$ cat src/rtl/zz_quant_pkg.sv
// zz_quant_pkg: zigzag order, per-diagonal shift rules and 9-bit saturation limits shared by quantizer and dequantizer
package zz_quant_pkg;

    typedef enum logic {Q0 = 1'b0, Q1 = 1'b1} quant_sel_t;

    typedef enum logic [1:0] {IDLE, RUN, DRAIN} zz_state_t;

    localparam logic signed [16:0] SAT_MAX = 17'sd255;
    localparam logic signed [16:0] SAT_MIN = -17'sd256;

    // Zigzag index -> raster position {row[2:0], col[2:0]}
    localparam logic [5:0] ZZ_TBL [64] = '{
        6'd0,  6'd1,  6'd8,  6'd16, 6'd9,  6'd2,  6'd3,  6'd10,
        6'd17, 6'd24, 6'd32, 6'd25, 6'd18, 6'd11, 6'd4,  6'd5,
        6'd12, 6'd19, 6'd26, 6'd33, 6'd40, 6'd48, 6'd41, 6'd34,
        6'd27, 6'd20, 6'd13, 6'd6,  6'd7,  6'd14, 6'd21, 6'd28,
        6'd35, 6'd42, 6'd49, 6'd56, 6'd57, 6'd50, 6'd43, 6'd36,
        6'd29, 6'd22, 6'd15, 6'd23, 6'd30, 6'd37, 6'd44, 6'd51,
        6'd58, 6'd59, 6'd52, 6'd45, 6'd38, 6'd31, 6'd39, 6'd46,
        6'd53, 6'd60, 6'd61, 6'd54, 6'd47, 6'd55, 6'd62, 6'd63
    };

    function automatic logic [2:0] shift_q0(input logic [3:0] d);
        return d == 4'd0 ? 3'd3 : d == 4'd1 ? 3'd2 : d <= 4'd3 ? 3'd3 :
               d <= 4'd5 ? 3'd4 : d <= 4'd7 ? 3'd5 : 3'd6;
    endfunction

    function automatic logic [2:0] shift_q1(input logic [3:0] d);
        return d == 4'd0 ? 3'd3 : d <= 4'd3 ? 3'd1 : d <= 4'd5 ? 3'd2 :
               d <= 4'd7 ? 3'd3 : d <= 4'd10 ? 3'd4 : 3'd5;
    endfunction

    function automatic logic [2:0] shift_of(input quant_sel_t q, input logic [3:0] d);
        return q == Q1 ? shift_q1(d) : shift_q0(d);
    endfunction

endpackage

$ cat src/rtl/zigzag_quantizer_if.sv
// zigzag_quantizer_if: coefficient RAM read port plus valid/ready quantized output stream
interface zigzag_quantizer_if;

    logic               read_en;
    logic [7:0]         read_addr;
    logic signed [15:0] read_data;
    logic [8:0]         out_data;
    logic               out_valid;
    logic               out_ready;
    logic               out_last;

    modport master (
        output read_en, read_addr, out_data, out_valid, out_last,
        input  read_data, out_ready
    );

    modport slave (
        input  read_en, read_addr, out_data, out_valid, out_last,
        output read_data, out_ready
    );

endinterface

$ cat src/rtl/zz_out_fifo.sv
// zz_out_fifo: synchronous FIFO of {last, data} with occupancy count; head reads as zero while empty
module zz_out_fifo #(
    parameter int DEPTH = 4,
    parameter int W     = 10
) (
    input  logic                     clock,
    input  logic                     reset,
    input  logic                     wr_en_i,
    input  logic [W-1:0]             wr_data_i,
    input  logic                     rd_en_i,
    output logic [W-1:0]             rd_data_o,
    output logic [$clog2(DEPTH):0]   count_o
);

    localparam int AW = $clog2(DEPTH);

    logic [W-1:0]  mem_q [DEPTH];
    logic [AW-1:0] wr_ptr_q, rd_ptr_q;
    logic [AW:0]   count_q;

    // Storage needs no reset; occupancy decides what is visible
    always_ff @(posedge clock) begin
        if (wr_en_i) mem_q[wr_ptr_q] <= wr_data_i;
    end

    // Pointers and occupancy, flushed by reset
    always_ff @(posedge clock) begin
        if (reset) begin
            wr_ptr_q <= '0;
            rd_ptr_q <= '0;
            count_q  <= '0;
        end else begin
            wr_ptr_q <= wr_en_i ? wr_ptr_q + 1'b1 : wr_ptr_q;
            rd_ptr_q <= rd_en_i ? rd_ptr_q + 1'b1 : rd_ptr_q;
            count_q  <= count_q + (AW+1)'(wr_en_i) - (AW+1)'(rd_en_i);
        end
    end

    assign rd_data_o = count_q != '0 ? mem_q[rd_ptr_q] : '0;
    assign count_o   = count_q;

endmodule

$ cat src/rtl/zigzag_quantizer.sv
// zigzag_quantizer: reads an 8x8 coefficient block in zigzag order, shift-quantizes and saturates to 9 bits (optional QUANT_SAT_CNT_EN adds sat_count)
module zigzag_quantizer
    import zz_quant_pkg::*;
#(
    parameter int         FIFO_DEPTH = 4,
    parameter logic [7:0] ADDR_BASE  = 8'd0
) (
    input  logic               clock,
    input  logic               reset,
    input  logic               start,
    input  logic               quant_sel,
    output logic               busy,
    output logic               done,
    zigzag_quantizer_if.master bus
`ifdef QUANT_SAT_CNT_EN
    ,
    output logic [6:0]         sat_count
`endif
);

    localparam int CW = $clog2(FIFO_DEPTH) + 1;

    zz_state_t          state_q, state_d;
    quant_sel_t         qsel_q, qsel_d;
    logic [5:0]         rd_idx_q, rd_idx_d;
    logic               inflight_q;
    logic [2:0]         pend_sh_q;
    logic               pend_last_q;

    logic [CW-1:0]      fifo_count;
    logic [9:0]         fifo_head;
    logic               issue, xfer, accept_start;
    logic [5:0]         rc;
    logic [3:0]         diag;

    logic signed [16:0] coef, bias, biased, shifted;
    logic               clamp_hi, clamp_lo;
    logic [8:0]         qval;

    // A read may only be launched if its result is guaranteed a FIFO slot
    assign issue        = state_q == RUN && int'(fifo_count) + int'(inflight_q) < FIFO_DEPTH;
    assign xfer         = bus.out_valid && bus.out_ready;
    assign done         = state_q == DRAIN && xfer && bus.out_last;
    assign accept_start = start && (state_q == IDLE || done);
    assign busy         = state_q != IDLE;

    assign rc            = ZZ_TBL[rd_idx_q];
    assign diag          = {1'b0, rc[5:3]} + {1'b0, rc[2:0]};
    assign bus.read_en   = issue;
    assign bus.read_addr = ADDR_BASE + {2'b00, rc};

    // Next-state: sequencing of a block and back-to-back restart on done
    always_comb begin
        state_d  = accept_start ? RUN :
                   state_q == RUN && issue && rd_idx_q == 6'd63 ? DRAIN :
                   done ? IDLE : state_q;
        rd_idx_d = issue ? rd_idx_q + 6'd1 : rd_idx_q;
        qsel_d   = accept_start ? quant_sel_t'(quant_sel) : qsel_q;
    end

    // Control registers; the shift and last tag travel with each read
    always_ff @(posedge clock) begin
        if (reset) begin
            state_q     <= IDLE;
            qsel_q      <= Q0;
            rd_idx_q    <= '0;
            inflight_q  <= 1'b0;
            pend_sh_q   <= '0;
            pend_last_q <= 1'b0;
        end else begin
            state_q     <= state_d;
            qsel_q      <= qsel_d;
            rd_idx_q    <= rd_idx_d;
            inflight_q  <= issue;
            pend_sh_q   <= shift_of(qsel_q, diag);
            pend_last_q <= rd_idx_q == 6'd63;
        end
    end

    // Round toward zero: bias negatives by 2^s-1 before the arithmetic shift
    assign coef     = {bus.read_data[15], bus.read_data};
    assign bias     = coef[16] ? (17'sd1 <<< pend_sh_q) - 17'sd1 : 17'sd0;
    assign biased   = coef + bias;
    assign shifted  = biased >>> pend_sh_q;
    assign clamp_hi = shifted > SAT_MAX;
    assign clamp_lo = shifted < SAT_MIN;
    assign qval     = clamp_hi ? SAT_MAX[8:0] : clamp_lo ? SAT_MIN[8:0] : shifted[8:0];

    zz_out_fifo #(.DEPTH(FIFO_DEPTH), .W(10)) u_fifo (
        .clock     (clock),
        .reset     (reset),
        .wr_en_i   (inflight_q),
        .wr_data_i ({pend_last_q, qval}),
        .rd_en_i   (xfer),
        .rd_data_o (fifo_head),
        .count_o   (fifo_count)
    );

    assign bus.out_valid = fifo_count != '0;
    assign bus.out_data  = fifo_head[8:0];
    assign bus.out_last  = fifo_head[9];

`ifdef QUANT_SAT_CNT_EN
    logic [6:0] sat_cnt_q, sat_cnt_d;
    logic       sat_inc;

    assign sat_inc = inflight_q && (clamp_hi || clamp_lo);

    // Per-block clamp tally, cleared when a new block is accepted
    always_comb begin
        sat_cnt_d = accept_start ? 7'd0 : sat_inc ? sat_cnt_q + 7'd1 : sat_cnt_q;
    end

    // Clamp tally register
    always_ff @(posedge clock) begin
        if (reset) sat_cnt_q <= '0;
        else       sat_cnt_q <= sat_cnt_d;
    end

    assign sat_count = sat_cnt_q;
`endif

endmodule

$ cat src/flat_wrapper.sv
// flat-port wrapper written by rule: the top's interface ports become plain ports
module zigzag_quantizer_flat import zz_quant_pkg::*;
#(
    parameter int         FIFO_DEPTH = 4,
    parameter logic [7:0] ADDR_BASE  = 8'd0
)
  (clock, reset, start, quant_sel, busy, done, bus_read_en, bus_read_addr, bus_out_data, bus_out_valid, bus_out_last, bus_read_data, bus_out_ready);
  zigzag_quantizer_if bus_i ();
  input  logic clock;
  input  logic reset;
  input  logic start;
  input  logic quant_sel;
  output logic busy;
  output logic done;
  output wire logic [$bits(bus_i.read_en)-1:0] bus_read_en;
  output wire logic [$bits(bus_i.read_addr)-1:0] bus_read_addr;
  output wire logic [$bits(bus_i.out_data)-1:0] bus_out_data;
  output wire logic [$bits(bus_i.out_valid)-1:0] bus_out_valid;
  output wire logic [$bits(bus_i.out_last)-1:0] bus_out_last;
  input wire logic [$bits(bus_i.read_data)-1:0] bus_read_data;
  input wire logic [$bits(bus_i.out_ready)-1:0] bus_out_ready;
  assign bus_read_en = bus_i.read_en;
  assign bus_read_addr = bus_i.read_addr;
  assign bus_out_data = bus_i.out_data;
  assign bus_out_valid = bus_i.out_valid;
  assign bus_out_last = bus_i.out_last;
  assign bus_i.read_data = bus_read_data;
  assign bus_i.out_ready = bus_out_ready;
  zigzag_quantizer #(.FIFO_DEPTH(FIFO_DEPTH), .ADDR_BASE(ADDR_BASE)) u_core (.clock(clock), .reset(reset), .start(start), .quant_sel(quant_sel), .busy(busy), .done(done), .bus(bus_i));
endmodule
$ cat config.mk
export PLATFORM = sky130hd
export DESIGN_NAME = zigzag_quantizer_flat
export DESIGN_NICKNAME = d
export VERILOG_FILES = /design/src/rtl/zz_quant_pkg.sv /design/src/rtl/zigzag_quantizer_if.sv /design/src/rtl/zz_out_fifo.sv /design/src/rtl/zigzag_quantizer.sv /design/src/flat_wrapper.sv
export SDC_FILE = /design/constraint.sdc
export NUM_CORES = 1
export LEC_CHECK = 0
export ABC_AREA = 1
export CAP_MARGIN = 20
export CORE_MARGIN = 2
export CORE_UTILIZATION = 60
export CTS_CLUSTER_SIZE = 20
export DETAILED_ROUTE_END_ITERATION = 10
export PLACE_DENSITY = 0.82
export SLEW_MARGIN = 0
export SYNTH_ARGS = -nofsm -noshare
export SYNTH_HDL_FRONTEND = slang
export SYNTH_SLANG_ARGS = --single-unit
$ cat constraint.sdc
create_clock -name clock -period 4.34 [get_ports clock]
set_clock_uncertainty 0.2 [all_clocks]
set_input_delay 0.651 -clock clock [delete_from_list [all_inputs] [get_ports clock]]
set_output_delay 0.651 -clock clock [all_outputs]
set_load 0.02 [all_outputs]
==> insert_results.sql, run 1 <==
INSERT INTO impl_metrics (metric_group, metric, value, unit) VALUES
('run_status', 'outcome', 'complete, no violations', ''),
('place', 'place_ws', '0.154', 'ns'),
('drt', 'detail_route.wirelength', '13.3', 'mm'),
('floorplanning', 'core_area', '0.00859', 'mm^2'),
('cts', 'root_buffer_selected_by_cts', 'clkbuf_8', ''),
('power', 'net-switching-power', '1.02', 'mW'),
('global_route', 'grt_max_degree', '25', ''),
('logic_synthesis', 'number_of_enable_type_register_cells_in_the_synthesized_netlist', '40', ''),
('sta', 'worstMarginPinSlew', '0.725', 'ns'),
('cts', 'cts_setup_buffers', '0', ''),
('drt', 'detail_route.drc_violations', '0', ''),
('sta', 'unrepaired_setup_endpoints_after_global_routing', 'false', ''),
('drt', 'avgViaCountPerCell', '5.69', ''),
('power', 'swShare', '41.5', '%'),
('drt', 'post_drt_wl_per_cell', '14.5', 'um'),
('worst_setup_path', 'cell_chain_critical_path', 'clkinvlp_4 -> ha_1 -> a22oi_1 -> nand2_1 -> a22oi_1 -> clkdlybuf4s50_1', ''),
('worst_setup_path', 'worst-setup-path-type', 'reg2out', ''),
('logic_synthesis', 'yosys_register_bits', '63', ''),
('global_route', 'overflow', '0', ''),
('power', 'leakage_power_figure', '2.76', 'nW'),
('worst_setup_path', 'critical_path.slowest_cell', 'dfxtp_1', ''),
('cts', 'clk_latency', '0.33', 'ns'),
('worst_hold_path', 'holdPathEnd', 'u_core.u_fifo.rd_ptr_q[1]$_SDFFE_PP0P_', ''),
('logic_synthesis', 'post_synth_most_frequent_cells', 'nand2_1 (174), inv_1 (103), nand3_1 (85)', ''),
('floorplanning', 'die_area', '0.00948', 'mm^2'),
('power', 'power.density_cell_area', '410', 'mW/mm^2'),
('drt', 'drt_iter0_markers', '319', ''),
('floorplanning', 'die-height', '97.4', 'um'),
('finish', 'finish.utilization', '69.5', '%'),
('worst_setup_path', 'startpoint_kind_of_the_worst_setup_timing_path', 'flip-flop', ''),
('logic_synthesis', 'post_synth_inst_count', '766', ''),
('logic_synthesis', 'synth.largest_area_cell', 'edfxtp_1', ''),
('floorplanning', 'top_level_ports', '43', ''),
('finish', 'flow.area_growth_from_synthesis', '14.1', '%'),
('worst_setup_path', 'crit_path_frequent_cell', 'a22oi_1', ''),
('worst_setup_path', 'critPathRequiredTime', '3.49', 'ns'),
('drt', 'first_pass_detailed_route_iteration_total', '5', ''),
('finish', 'final_layout_size_suffix_gt1_share', '5.92', '%'),
('sta', 'min_period_over_period', '94.2', '%'),
('power', 'power.combinational.fraction', '48.0', '%'),
('finish', 'nets', '872', ''),
('floorplanning', 'die_width', '97.4', 'um'),
('cts', 'tritoncts', 'done', ''),
('logic_synthesis', 'netlist_area', '0.00523', 'mm^2'),
('power', 'power.share.sequential', '31.4', '%'),
('sta', 'setup_viol', '0', ''),
('flow_run', 'cap_viol_max_count', '0', ''),
('worst_hold_path', 'hold_start', 'u_core.u_fifo.rd_ptr_q[1]$_SDFFE_PP0P_', ''),
('logic_synthesis', 'ys_seq_area_share', '31.8', '%'),
('worst_setup_path', 'timing.rr.end', 'u_core.u_fifo.mem_q[3][6]$_DFFE_PP_', ''),
('worst_setup_path', 'buffering_stage_count_on_the_worst_path_with_inverters_included', '2', ''),
('worst_setup_path', 'cp_data_arrival_time', '3.24', 'ns'),
('global_route', 'global_route_wire_length_before_repair', '22.5', 'mm'),
('sta', 'tns', '0', 'ns'),
('finish', 'antennaDiodeCount', '0', ''),
('sta', 'final_report_max_slew_violation_count', '0', ''),
('logic_synthesis', 'synthDistinctLibCells', '46', ''),
('cts', 'cts_buffer_depth', '2', ''),
('sta', 'final_hold_viol_count', '0', ''),
('sta', 'timing.final.ws_setup', '0.253', 'ns'),
('power', 'max-vdd-ir-drop', '0.000197', 'V'),
('worst_setup_path', 'end_kind', 'primary output', ''),
('worst_hold_path', 'holdCritPathClass', 'reg2reg', ''),
('global_route', 'antenna_found_initial', '0', ''),
('cts', 'clk_pin_slew_worst_paths', '0.08', 'ns'),
('cts', 'cts_sinks', '63', ''),
('drt', 'via_count', '5225', ''),
('floorplanning', 'row_count', '34', ''),
('cts', 'cts_made_buffers', '9', ''),
('sta', 'fmaxAchievable', '245', 'MHz'),
('worst_setup_path', 'kind_of_cell_adding_the_most_delay_to_the_critical_path', 'buffers and inverters', '');
-- cell usage in the layout (no fill, tap or decap), drive strengths merged, types with 6 or more instances in the layout --
cell type,count
nand2,180
inv,106
nand3,89
nor2,87
o21ai,63
a21oi,47
ha,42
clkdlybuf4s50,40
edfxtp,40
dfxtp,23
buf,11
clkbuf,11
nor3,9
xnor2,6
clkinv,6
-- metrics by stage --
stage / cell area [um^2] / power, mW / std cells / hold slack (ns)
5_1_grt: 5970 / 2.64 / 919 / 0.321
2_1_floorplan: 5250 / 1.57 / 770 / 0.236
3_5_place_dp: 5750 / 1.94 / 903 / 0.265
4_1_cts: 5960 / 2.44 / 919 / 0.278
6_report: 5970 / 2.45 / 919 / 0.277
3_3_place_gp: 5750 / 1.90 / 903 / 0.253
-- sequential cells by signal (all words and copies together) (netlist names), named ones only --
| register | count |
|---|---|
| u_core.rd_idx_q | 6 |
| u_core.u_fifo.count_o | 3 |
| u_core.state_q | 2 |
| u_core.pend_last_q | 1 |
| u_core.u_fifo.rd_ptr_q | 2 |
| u_core.pend_sh_q | 3 |
| u_core.u_fifo.wr_ptr_q | 2 |
| u_core.u_fifo.mem_q | 40 |
| u_core.qsel_q | 1 |
| u_core.inflight_q | 1 |
-- worst register-to-register path: cells and delay by family (launching register included) --
kind	cells	cell delay, ns
compound gates	3	0.44
fa+ha+maj	2	0.52
buf+inv	2	0.25
flops	1	0.36
simple gates	16	1.85
-- worst max-delay path by stage --
stage | slack (ns) | end | start | cells after the start
5_1_grt | 0.05 | bus_read_addr[1] | u_core.rd_idx_q[2]$_SDFFE_PP0P_ | 6
4_1_cts | 0.27 | bus_read_addr[1] | u_core.rd_idx_q[2]$_SDFFE_PP0P_ | 6
2_1_floorplan | 0.66 | u_core.u_fifo.mem_q[0][0]$_DFFE_PP_ | u_core.pend_sh_q[1]$_SDFF_PP0_ | 25
6_report | 0.25 | bus_read_addr[1] | u_core.rd_idx_q[2]$_SDFFE_PP0P_ | 6
3_3_place_gp | 0.32 | u_core.u_fifo.mem_q[1][4]$_DFFE_PP_ | bus_read_data[15] | 21
3_5_place_dp | 0.15 | u_core.u_fifo.mem_q[2][0]$_DFFE_PP_ | bus_read_data[15] | 19
-- timing repair --
action                     CTS  global route
hold buffers                 0             0
setup endpoints to repair    0             6
resized for setup            0             2
-- final cells by class --
class,count,area [um^2],share of cell area [%]
clock inverter,5,36.3,0.608
inverter,109,413,6.92
clock buffer,11,174,2.91
sequential,63,1660,27.8
multi-input combinational,572,3070,51.4
timing repair buffer,51,483,8.09
tap,108,135,2.26
-- layer usage --
| metal | up-vias | GRT usage (%) | part of all wire, % |
|---|---|---|---|
| li1 | 2608 | - | - |
| met1 | 2356 | 37.7 | 43 |
| met2 | 231 | 48.8 | 48 |
| met3 | 30 | 3.09 | 6.8 |
| met4 | 0 | 9.83 | 1.9 |
| met5 | - | 0 | 0 |
-- cells by family after synthesis --
group                    synth area share [%]
XOR/XNOR                                 1.51
multiplexers                            0.383
other                                  0.0717
buffers and inverters                    9.95
adder cells (fa/ha/maj)                  11.2
AO/OA/AOI/OAI                            14.6
AND/OR/NAND/NOR                          30.5
flip-flops                               31.8
-- power by group through the flow --
stage | Clock (mW) | Sequential [mW] | Combinational, mW
after CTS | 0.509 | 0.768 | 1.16
after detailed placement | 0 | 0.779 | 1.16
after floorplan | 0 | 0.747 | 0.825
after global routing | 0.543 | 0.777 | 1.32
after global placement | 0 | 0.777 | 1.12
final | 0.504 | 0.769 | 1.18
Note: power is estimated with default switching activity, not from simulation.
==> run 2, diff against run 1 <==
- CORE_UTILIZATION: 60 -> 25
- PLACE_DENSITY: 0.82 -> unset
- SKIP_CTS_REPAIR_TIMING: unset -> 1
==> run 2 against run 1 <==
Against the previous run:
- sequential cell count did not move
- final area rose by 4.8%
- die area rose by 130%
- hold slack got worse by 0.0076 ns
- clock power rose by 26%
- routed wire length rose by 0.71%
- sequential share of layout area fell by 1.3 points
- first-iteration DRC count fell by 8.8%
- worst setup slack improved by 0.26 ns
- largest cell class unchanged
==> insert_results.sql, run 2 (synthesized netlist as in run 1, its figures left out) <==
INSERT INTO impl_metrics (metric_group, metric, value, unit) VALUES
('run_status', 'outcome', 'complete, no violations', ''),
('global_route', 'overflow', '0', ''),
('floorplanning', 'top_level_ports', '43', ''),
('drt', 'detail_route.wirelength', '13.4', 'mm'),
('global_route', 'grt_max_degree', '25', ''),
('floorplanning', 'die-height', '149', 'um'),
('cts', 'cts_buffer_depth', '2', ''),
('sta', 'worstMarginPinSlew', '0.624', 'ns'),
('finish', 'final-instance-count-excl-fill', '1085', ''),
('finish', 'layout_top_registers', 'u_core.u_fifo.mem_q x40, u_core.rd_idx_q x6', ''),
('finish', 'largest_register_ffs', '40', ''),
('sta', 'period_minus_slack', '3.83', 'ns'),
('worst_setup_path', 'reg2reg_depth', '21', ''),
('drt', 'via_count', '4996', ''),
('drt', 'avgViaCountPerCell', '4.60', ''),
('cts', 'clk_latency', '0.32', 'ns'),
('global_route', 'antenna_found_initial', '0', ''),
('drt', 'first_pass_detailed_route_iteration_total', '5', ''),
('cts', 'tritoncts', 'done', ''),
('floorplanning', 'row_count', '52', ''),
('global_route', 'globalRouteMet3Util', '2.15', '%'),
('worst_setup_path', 'end_kind', 'flip-flop', ''),
('worst_setup_path', 'crit-reg2reg-launch', 'u_core.pend_sh_q[1]$_SDFF_PP0_', ''),
('finish', 'final_layout_size_suffix_gt1_share', '6.26', '%'),
('worst_setup_path', 'worst-setup-path-type', 'reg2reg', ''),
('cts', 'cts_made_buffers', '9', ''),
('cts', 'h_tree_depth', '3', ''),
('sta', 'final_hold_viol_count', '0', ''),
('global_route', 'via_count_of_the_first_global_routing_pass', '4619', ''),
('flow_run', 'cap_viol_max_count', '0', ''),
('worst_setup_path', 'startpoint_kind_of_the_worst_setup_timing_path', 'flip-flop', ''),
('place', 'detailedPlacementHpwl', '10.4', 'mm'),
('drt', 'drt_iter0_markers', '291', ''),
('cts', 'cts_sinks', '63', ''),
('global_route', 'groute.layer.met2.usage', '21.6', '%'),
('worst_hold_path', 'holdPathStages', '2', ''),
('sta', 'final_report_max_slew_violation_count', '0', ''),
('cts', 'clk_pin_slew_worst_paths', '0.05', 'ns'),
('worst_setup_path', 'cp_data_arrival_time', '3.68', 'ns'),
('global_route', 'grtUsageMet1', '16.1', '%'),
('power', 'power.density_cell_area', '416', 'mW/mm^2'),
('finish', 'finish.utilization', '30.7', '%'),
('global_route', 'global_route_wire_length_before_repair', '22.2', 'mm'),
('power', 'max-vdd-ir-drop', '0.000182', 'V'),
('floorplanning', 'die_area', '0.0221', 'mm^2'),
('place', 'place_inst', '1069', ''),
('sta', 'unrepaired_setup_endpoints_after_global_routing', 'false', ''),
('finish', 'antennaDiodeCount', '0', ''),
('place', 'post_dp_cell_area', '0.00598', 'mm^2'),
('power', 'leakage_power_figure', '2.80', 'nW'),
('floorplanning', 'die_width', '149', 'um'),
('finish', 'flow.area_growth_from_synthesis', '19.7', '%'),
('drt', 'detail_route.drc_violations', '0', ''),
('sta', 'min_period_over_period', '88.3', '%'),
('floorplanning', 'core_area', '0.0204', 'mm^2'),
('global_route', 'grt_util_all_layers', '12.4', '%'),
('sta', 'fmaxAchievable', '261', 'MHz'),
('finish', 'post-route-cell-area', '0.00626', 'mm^2'),
('worst_setup_path', 'regToRegSetupSlack', '0.51', 'ns'),
('place', 'final_estimated_routing_congestion_in_global_placement', '0.864', ''),
('cts', 'root_buffer_selected_by_cts', 'clkbuf_16', ''),
('global_route', 'busiest_layer', 'met2', ''),
('drt', 'post_drt_wl_per_cell', '12.4', 'um'),
('drt', 'antenna_left', '0', ''),
('worst_setup_path', 'timing.rr.end', 'u_core.u_fifo.mem_q[3][5]$_DFFE_PP_', ''),
('sta', 'relSlewSlack', '58.4', '%'),
('worst_hold_path', 'holdCritPathClass', 'reg2reg', ''),
('worst_setup_path', 'cp_max_fo', '8', ''),
('worst_setup_path', 'critPathRequiredTime', '4.19', 'ns'),
('sta', 'setup_viol', '0', ''),
('finish', 'nets', '876', ''),
('place', 'io_buffers', '40', ''),
('sta', 'tns', '0', 'ns'),
('finish', 'max_flop_register', 'u_core.u_fifo.mem_q', ''),
('finish', 'final_cell_mix', 'nand2_1 (174), inv_1 (103), nand3_1 (85), nor2_1 (83), o21ai_0 (63)', ''),
('floorplanning', 'start_util', '25.7', '%'),
('worst_hold_path', 'hold_start', 'u_core.u_fifo.rd_ptr_q[1]$_SDFFE_PP0P_', ''),
('finish', 'layout_commonest_cell', 'nand2_1', '');
==> run 2: worst max-delay path by stage <==
| stage | endpoint | startpoint |
|---|---|---|
| after floorplan | u_core.u_fifo.mem_q[0][0]$_DFFE_PP_ | u_core.pend_sh_q[1]$_SDFF_PP0_ |
| after global placement | u_core.u_fifo.mem_q[0][2]$_DFFE_PP_ | bus_read_data[15] |
| after detailed placement | u_core.u_fifo.mem_q[0][4]$_DFFE_PP_ | bus_read_data[15] |
| after CTS | u_core.u_fifo.mem_q[1][4]$_DFFE_PP_ | u_core.pend_sh_q[0]$_SDFF_PP0_ |
| after global routing | u_core.u_fifo.mem_q[1][4]$_DFFE_PP_ | u_core.pend_sh_q[1]$_SDFF_PP0_ |
| final | u_core.u_fifo.mem_q[3][5]$_DFFE_PP_ | u_core.pend_sh_q[1]$_SDFF_PP0_ |
==> run 2: worst max-delay path, stage by stage (launching register included) <==
cell and delay [ns]:
dfxtp_1 0.31, nor2_2 0.22, nand2_1 0.09, ha_1 0.25
inv_1 0.12, buf_4 0.15, nor3_1 0.05, ha_1 0.39
nand2_1 0.13, nor2_1 0.27, and2_1 0.17, nand2_1 0.08
nand2_1 0.11, nand2_2 0.07, nand3_1 0.08, nand3_1 0.10
nand3_1 0.10, nand2_1 0.08, nor3_1 0.18, nand2_1 0.08
nand2_2 0.17, nand2_1 0.14
==> run 2: routing by layer <==
metal	vias up	share of wire, %
met5	-	0
met4	0	0.99
met3	9	4.1
met2	127	47
met1	2241	47
li1	2619	-
==> run 2: layout make-up <==
cell class	instances	area (um^2)
clock buffer	9	225
clock inverter	7	47.5
fill	2196	14100
inverter	109	409
multi-input combinational	572	3060
sequential	63	1660
tap	270	338
timing repair buffer	55	513
==> run 2: where the power goes <==
| part | total [mW] | leakage (nW) | switching (mW) | internal (mW) |
|---|---|---|---|---|
| registers | 0.751 | 0.546 | 0.0430 | 0.708 |
| clock network | 0.636 | 0.132 | 0.252 | 0.385 |
| logic | 1.21 | 2.13 | 0.752 | 0.462 |
| total | 2.60 | 2.80 | 1.05 | 1.55 |
==> run 2: per-stage QoR <==
step                worst slack [ns]  power, mW  hold slack (ns)
global route                   0.111       2.82            0.307
floorplan                      0.661       1.57            0.236
detailed placement             0.270       1.98            0.261
global placement               0.332       1.97            0.259
finish                         0.509       2.60            0.269
CTS                            0.426       2.63            0.272
==> run 3, diff against run 2 <==
- CAP_MARGIN: 20 -> unset
- SYNTH_HIERARCHICAL: unset -> 1
==> run 3 against run 2 <==
Against the previous run:
- power is 6.2% higher
- largest cell class unchanged
- die area is 5.3% higher
- sequential share of layout area is 1.3 points lower
==> insert_results.sql, run 3 <==
INSERT INTO impl_metrics (metric_group, metric, value, unit) VALUES
('cts', 'tritoncts', 'done', ''),
('floorplanning', 'core_area', '0.0218', 'mm^2'),
('sta', 'fmaxAchievable', '257', 'MHz'),
('logic_synthesis', 'postSynth.asyncResetShare', '0', '%'),
('cts', 'clk_pin_slew_worst_paths', '0.05', 'ns'),
('sta', 'setup_viol', '0', ''),
('worst_hold_path', 'hold_start', 'u_core/u_fifo/rd_ptr_q[1]$_SDFFE_PP0P_', ''),
('power', 'power.combinational.fraction', '49.7', '%'),
('logic_synthesis', 'synthDistinctLibCells', '47', ''),
('logic_synthesis', 'post_synth_inst_count', '806', ''),
('power', 'leakage_power_figure', '3.12', 'nW'),
('place', 'detailedPlacementHpwl', '10.8', 'mm'),
('logic_synthesis', 'yosys_register_bits', '63', ''),
('cts', 'cts_sinks', '63', ''),
('global_route', 'global_route_wire_length_before_repair', '23.3', 'mm'),
('global_route', 'grtUsageMet1', '15.8', '%'),
('worst_hold_path', 'holdPathStages', '1', ''),
('power', 'power.density_cell_area', '420', 'mW/mm^2'),
('global_route', 'grt_util_all_layers', '11.9', '%'),
('drt', 'avgViaCountPerCell', '4.54', ''),
('finish', 'antennaDiodeCount', '0', ''),
('flow_run', 'cap_viol_max_count', '0', ''),
('power', 'clock_power_share', '22.9', '%'),
('cts', 'h_tree_depth', '3', ''),
('floorplanning', 'die_width', '152', 'um'),
('worst_setup_path', 'reg2reg_depth', '20', ''),
('cts', 'cts_made_buffers', '9', ''),
('global_route', 'via_count_of_the_first_global_routing_pass', '4861', ''),
('finish', 'flow.area_growth_from_synthesis', '19.2', '%'),
('global_route', 'busiest_layer', 'met2', ''),
('place', 'io_buffers', '40', ''),
('sta', 'tns', '0', 'ns'),
('finish', 'layout_commonest_cell', 'nand2_1', ''),
('global_route', 'grt_max_degree', '21', ''),
('power', 'swShare', '41.4', '%'),
('global_route', 'globalRouteMet3Util', '2.13', '%'),
('logic_synthesis', 'yosys.area.top_type_share', '21.8', '%'),
('finish', 'max_flop_register', 'u_core/u_fifo/mem_q', ''),
('run_status', 'outcome', 'complete, no violations', ''),
('finish', 'largest_register_ffs', '40', ''),
('floorplanning', 'row_count', '54', ''),
('sta', 'final_hold_viol_count', '0', ''),
('worst_setup_path', 'cp_max_fo', '9', ''),
('worst_setup_path', 'startpoint_kind_of_the_worst_setup_timing_path', 'flip-flop', ''),
('finish', 'final_cell_mix', 'nand2_1 (201), inv_1 (137), nand3_1 (93), o21ai_0 (48), a21oi_1 (43)', ''),
('worst_setup_path', 'critPathRequiredTime', '4.19', 'ns'),
('sta', 'min_period_over_period', '89.6', '%'),
('power', 'max-vdd-ir-drop', '0.000212', 'V'),
('place', 'final_estimated_routing_congestion_in_global_placement', '0.882', ''),
('drt', 'detail_route.drc_violations', '0', ''),
('worst_setup_path', 'regToRegSetupSlack', '0.45', 'ns'),
('finish', 'nets', '920', ''),
('global_route', 'antenna_found_initial', '0', ''),
('logic_synthesis', 'yosys.cell_count.top_type', 'nand2_1', ''),
('floorplanning', 'die-height', '152', 'um'),
('worst_setup_path', 'worst-setup-path-type', 'reg2reg', ''),
('worst_setup_path', 'cp_data_arrival_time', '3.74', 'ns'),
('logic_synthesis', 'synth.largest_area_cell', 'edfxtp_1', ''),
('drt', 'post_drt_wl_per_cell', '12.0', 'um'),
('floorplanning', 'top_level_ports', '43', ''),
('finish', 'filler_cell_count', '2355', ''),
('drt', 'first_pass_detailed_route_iteration_total', '5', ''),
('drt', 'via_count', '5173', ''),
('sta', 'worstMarginPinSlew', '0.537', 'ns'),
('finish', 'final_layout_size_suffix_gt1_share', '10.2', '%'),
('drt', 'drt_iter0_markers', '326', ''),
('power', 'power.share.sequential', '27.3', '%'),
('power', 'internal_power', '1.62', 'mW'),
('cts', 'clk_latency', '0.32', 'ns'),
('cts', 'root_buffer_selected_by_cts', 'clkbuf_16', ''),
('worst_setup_path', 'crit-reg2reg-launch', 'u_core/pend_sh_q[1]$_SDFF_PP0_', ''),
('worst_setup_path', 'end_kind', 'flip-flop', ''),
('finish', 'final-instance-count-excl-fill', '1140', ''),
('place', 'place_inst', '1124', ''),
('sta', 'unrepaired_setup_endpoints_after_global_routing', 'false', ''),
('logic_synthesis', 'ys_warn_count', '6', ''),
('logic_synthesis', 'synth.top_cells.by_area', 'edfxtp_1 (22%), nand2_1 (14%), inv_1 (9.3%)', ''),
('logic_synthesis', 'synth_top_flop_cell', 'edfxtp_1', ''),
('logic_synthesis', 'synthesized_area_divided_by_synthesized_cell_count', '6.84', 'um^2'),
('logic_synthesis', 'ys_seq_area_share', '30.1', '%'),
('global_route', 'overflow', '0', ''),
('drt', 'detail_route.wirelength', '13.7', 'mm'),
('power', 'net-switching-power', '1.14', 'mW'),
('logic_synthesis', 'number_of_enable_type_register_cells_in_the_synthesized_netlist', '40', ''),
('global_route', 'groute.layer.met2.usage', '20.5', '%'),
('logic_synthesis', 'netlist_area', '0.00551', 'mm^2'),
('drt', 'antenna_left', '0', ''),
('logic_synthesis', 'post_synth_most_frequent_cells', 'nand2_1 (201), inv_1 (137), nand3_1 (93)', ''),
('power', 'total_power_after_layout', '2.76', 'mW'),
('worst_setup_path', 'timing.rr.end', 'u_core/u_fifo/mem_q[3][4]$_DFFE_PP_', ''),
('floorplanning', 'die_area', '0.0233', 'mm^2'),
('sta', 'final_report_max_slew_violation_count', '0', ''),
('floorplanning', 'start_util', '25.3', '%'),
('sta', 'relSlewSlack', '63.8', '%'),
('cts', 'cts_buffer_depth', '2', ''),
('sta', 'period_minus_slack', '3.89', 'ns'),
('worst_hold_path', 'holdCritPathClass', 'reg2reg', ''),
('finish', 'layout_top_registers', 'u_core/u_fifo/mem_q x40, u_core/rd_idx_q x6', '');
[run 3: cell types whose count changed after synthesis, sizes merged, moves of 2 or more]
cell and delta:
a311oi -2, buf +9, clkbuf -11, inv +40, nand2 +40, nand3 +17
nand4 +3, nor2 -40, nor3 +2, nor4 +2, o21ai -14, o22ai +2
[run 3: power by group through the flow]
| stage | Combinational [mW] | Clock, mW | Sequential (mW) |
|---|---|---|---|
| 6_report | 1.37 | 0.634 | 0.755 |
| 5_1_grt | 1.55 | 0.678 | 0.762 |
| 4_1_cts | 1.38 | 0.649 | 0.755 |
| 3_5_place_dp | 1.38 | 0 | 0.767 |
| 3_3_place_gp | 1.37 | 0 | 0.768 |
| 2_1_floorplan | 0.943 | 0 | 0.761 |
[run 3: layout make-up]
class	instances	area, um^2	area share, %
inverter	149	562	8.55
timing repair buffer	58	536	8.15
tap	280	350	5.33
sequential	63	1660	25.3
clock inverter	7	48.8	0.742
multi-input combinational	574	3190	48.5
clock buffer	9	225	3.43
[run 3: kinds of logic (layout without fill, tap and decap cells)]
| kind of cell | after synthesis | count (layout) | synth area share (%) |
|---|---|---|---|
| AND/OR/NAND/NOR | 396 | 396 | 33.3 |
| buffers and inverters | 173 | 223 | 12.3 |
| adder cells (fa/ha/maj) | 44 | 44 | 10.4 |
| AO/OA/AOI/OAI | 119 | 119 | 12.1 |
| flip-flops | 63 | 63 | 30.1 |
| XOR/XNOR | 7 | 7 | 1.11 |
| multiplexers | 3 | 3 | 0.545 |
| other | 1 | 5 | 0.0680 |
[run 3: critical path: stages (launching register included)]
cell and delay (ns):
dfxtp_1 0.59, nor2_1 0.16, nand2_1 0.09, ha_1 0.20, o21ai_2 0.12, nor3_1 0.31
ha_1 0.37, nand2_1 0.12, inv_1 0.05, nand2_1 0.06, nand2_1 0.10, a21oi_2 0.22
nand3_2 0.11, nand3_1 0.13, nand3_1 0.10, nand3_1 0.12, nand2_1 0.09, nor3_2 0.15
nand2_1 0.10, nand2_4 0.11, nand2_1 0.12
[run 3: metrics by stage]
step / utilization, % / setup WS, ns / instance area, um^2 / hold WS, ns
floorplan: - / 0.625 / 5530 / 0.212
global placement: 29.0 / 0.201 / 6300 / 0.225
detailed placement: 29.0 / 0.169 / 6300 / 0.245
CTS: 30.2 / 0.472 / 6570 / 0.249
global route: 30.2 / 0.0279 / 6570 / 0.266
finish: 30.2 / 0.453 / 6570 / 0.242
[run 3: per-layer routing]
layer  share of wire, %  up-vias
met3                4.1        9
met2                 47      108
met1                 47     2348
met5                  0        -
li1                   -     2708
met4                1.0        0
[run 3: worst max-delay path by stage]
stage,start,cells after the start,to
after floorplan,u_core/pend_sh_q[2]$_SDFF_PP0_,29,u_core/u_fifo/mem_q[0][0]$_DFFE_PP_
after global placement,bus_read_data[15],18,u_core/u_fifo/mem_q[0][4]$_DFFE_PP_
after detailed placement,bus_read_data[15],18,u_core/u_fifo/mem_q[0][4]$_DFFE_PP_
after CTS,u_core/pend_sh_q[1]$_SDFF_PP0_,22,u_core/u_fifo/mem_q[1][4]$_DFFE_PP_
after global routing,u_core/pend_sh_q[1]$_SDFF_PP0_,25,u_core/u_fifo/mem_q[0][5]$_DFFE_PP_
final,u_core/pend_sh_q[1]$_SDFF_PP0_,20,u_core/u_fifo/mem_q[3][4]$_DFFE_PP_
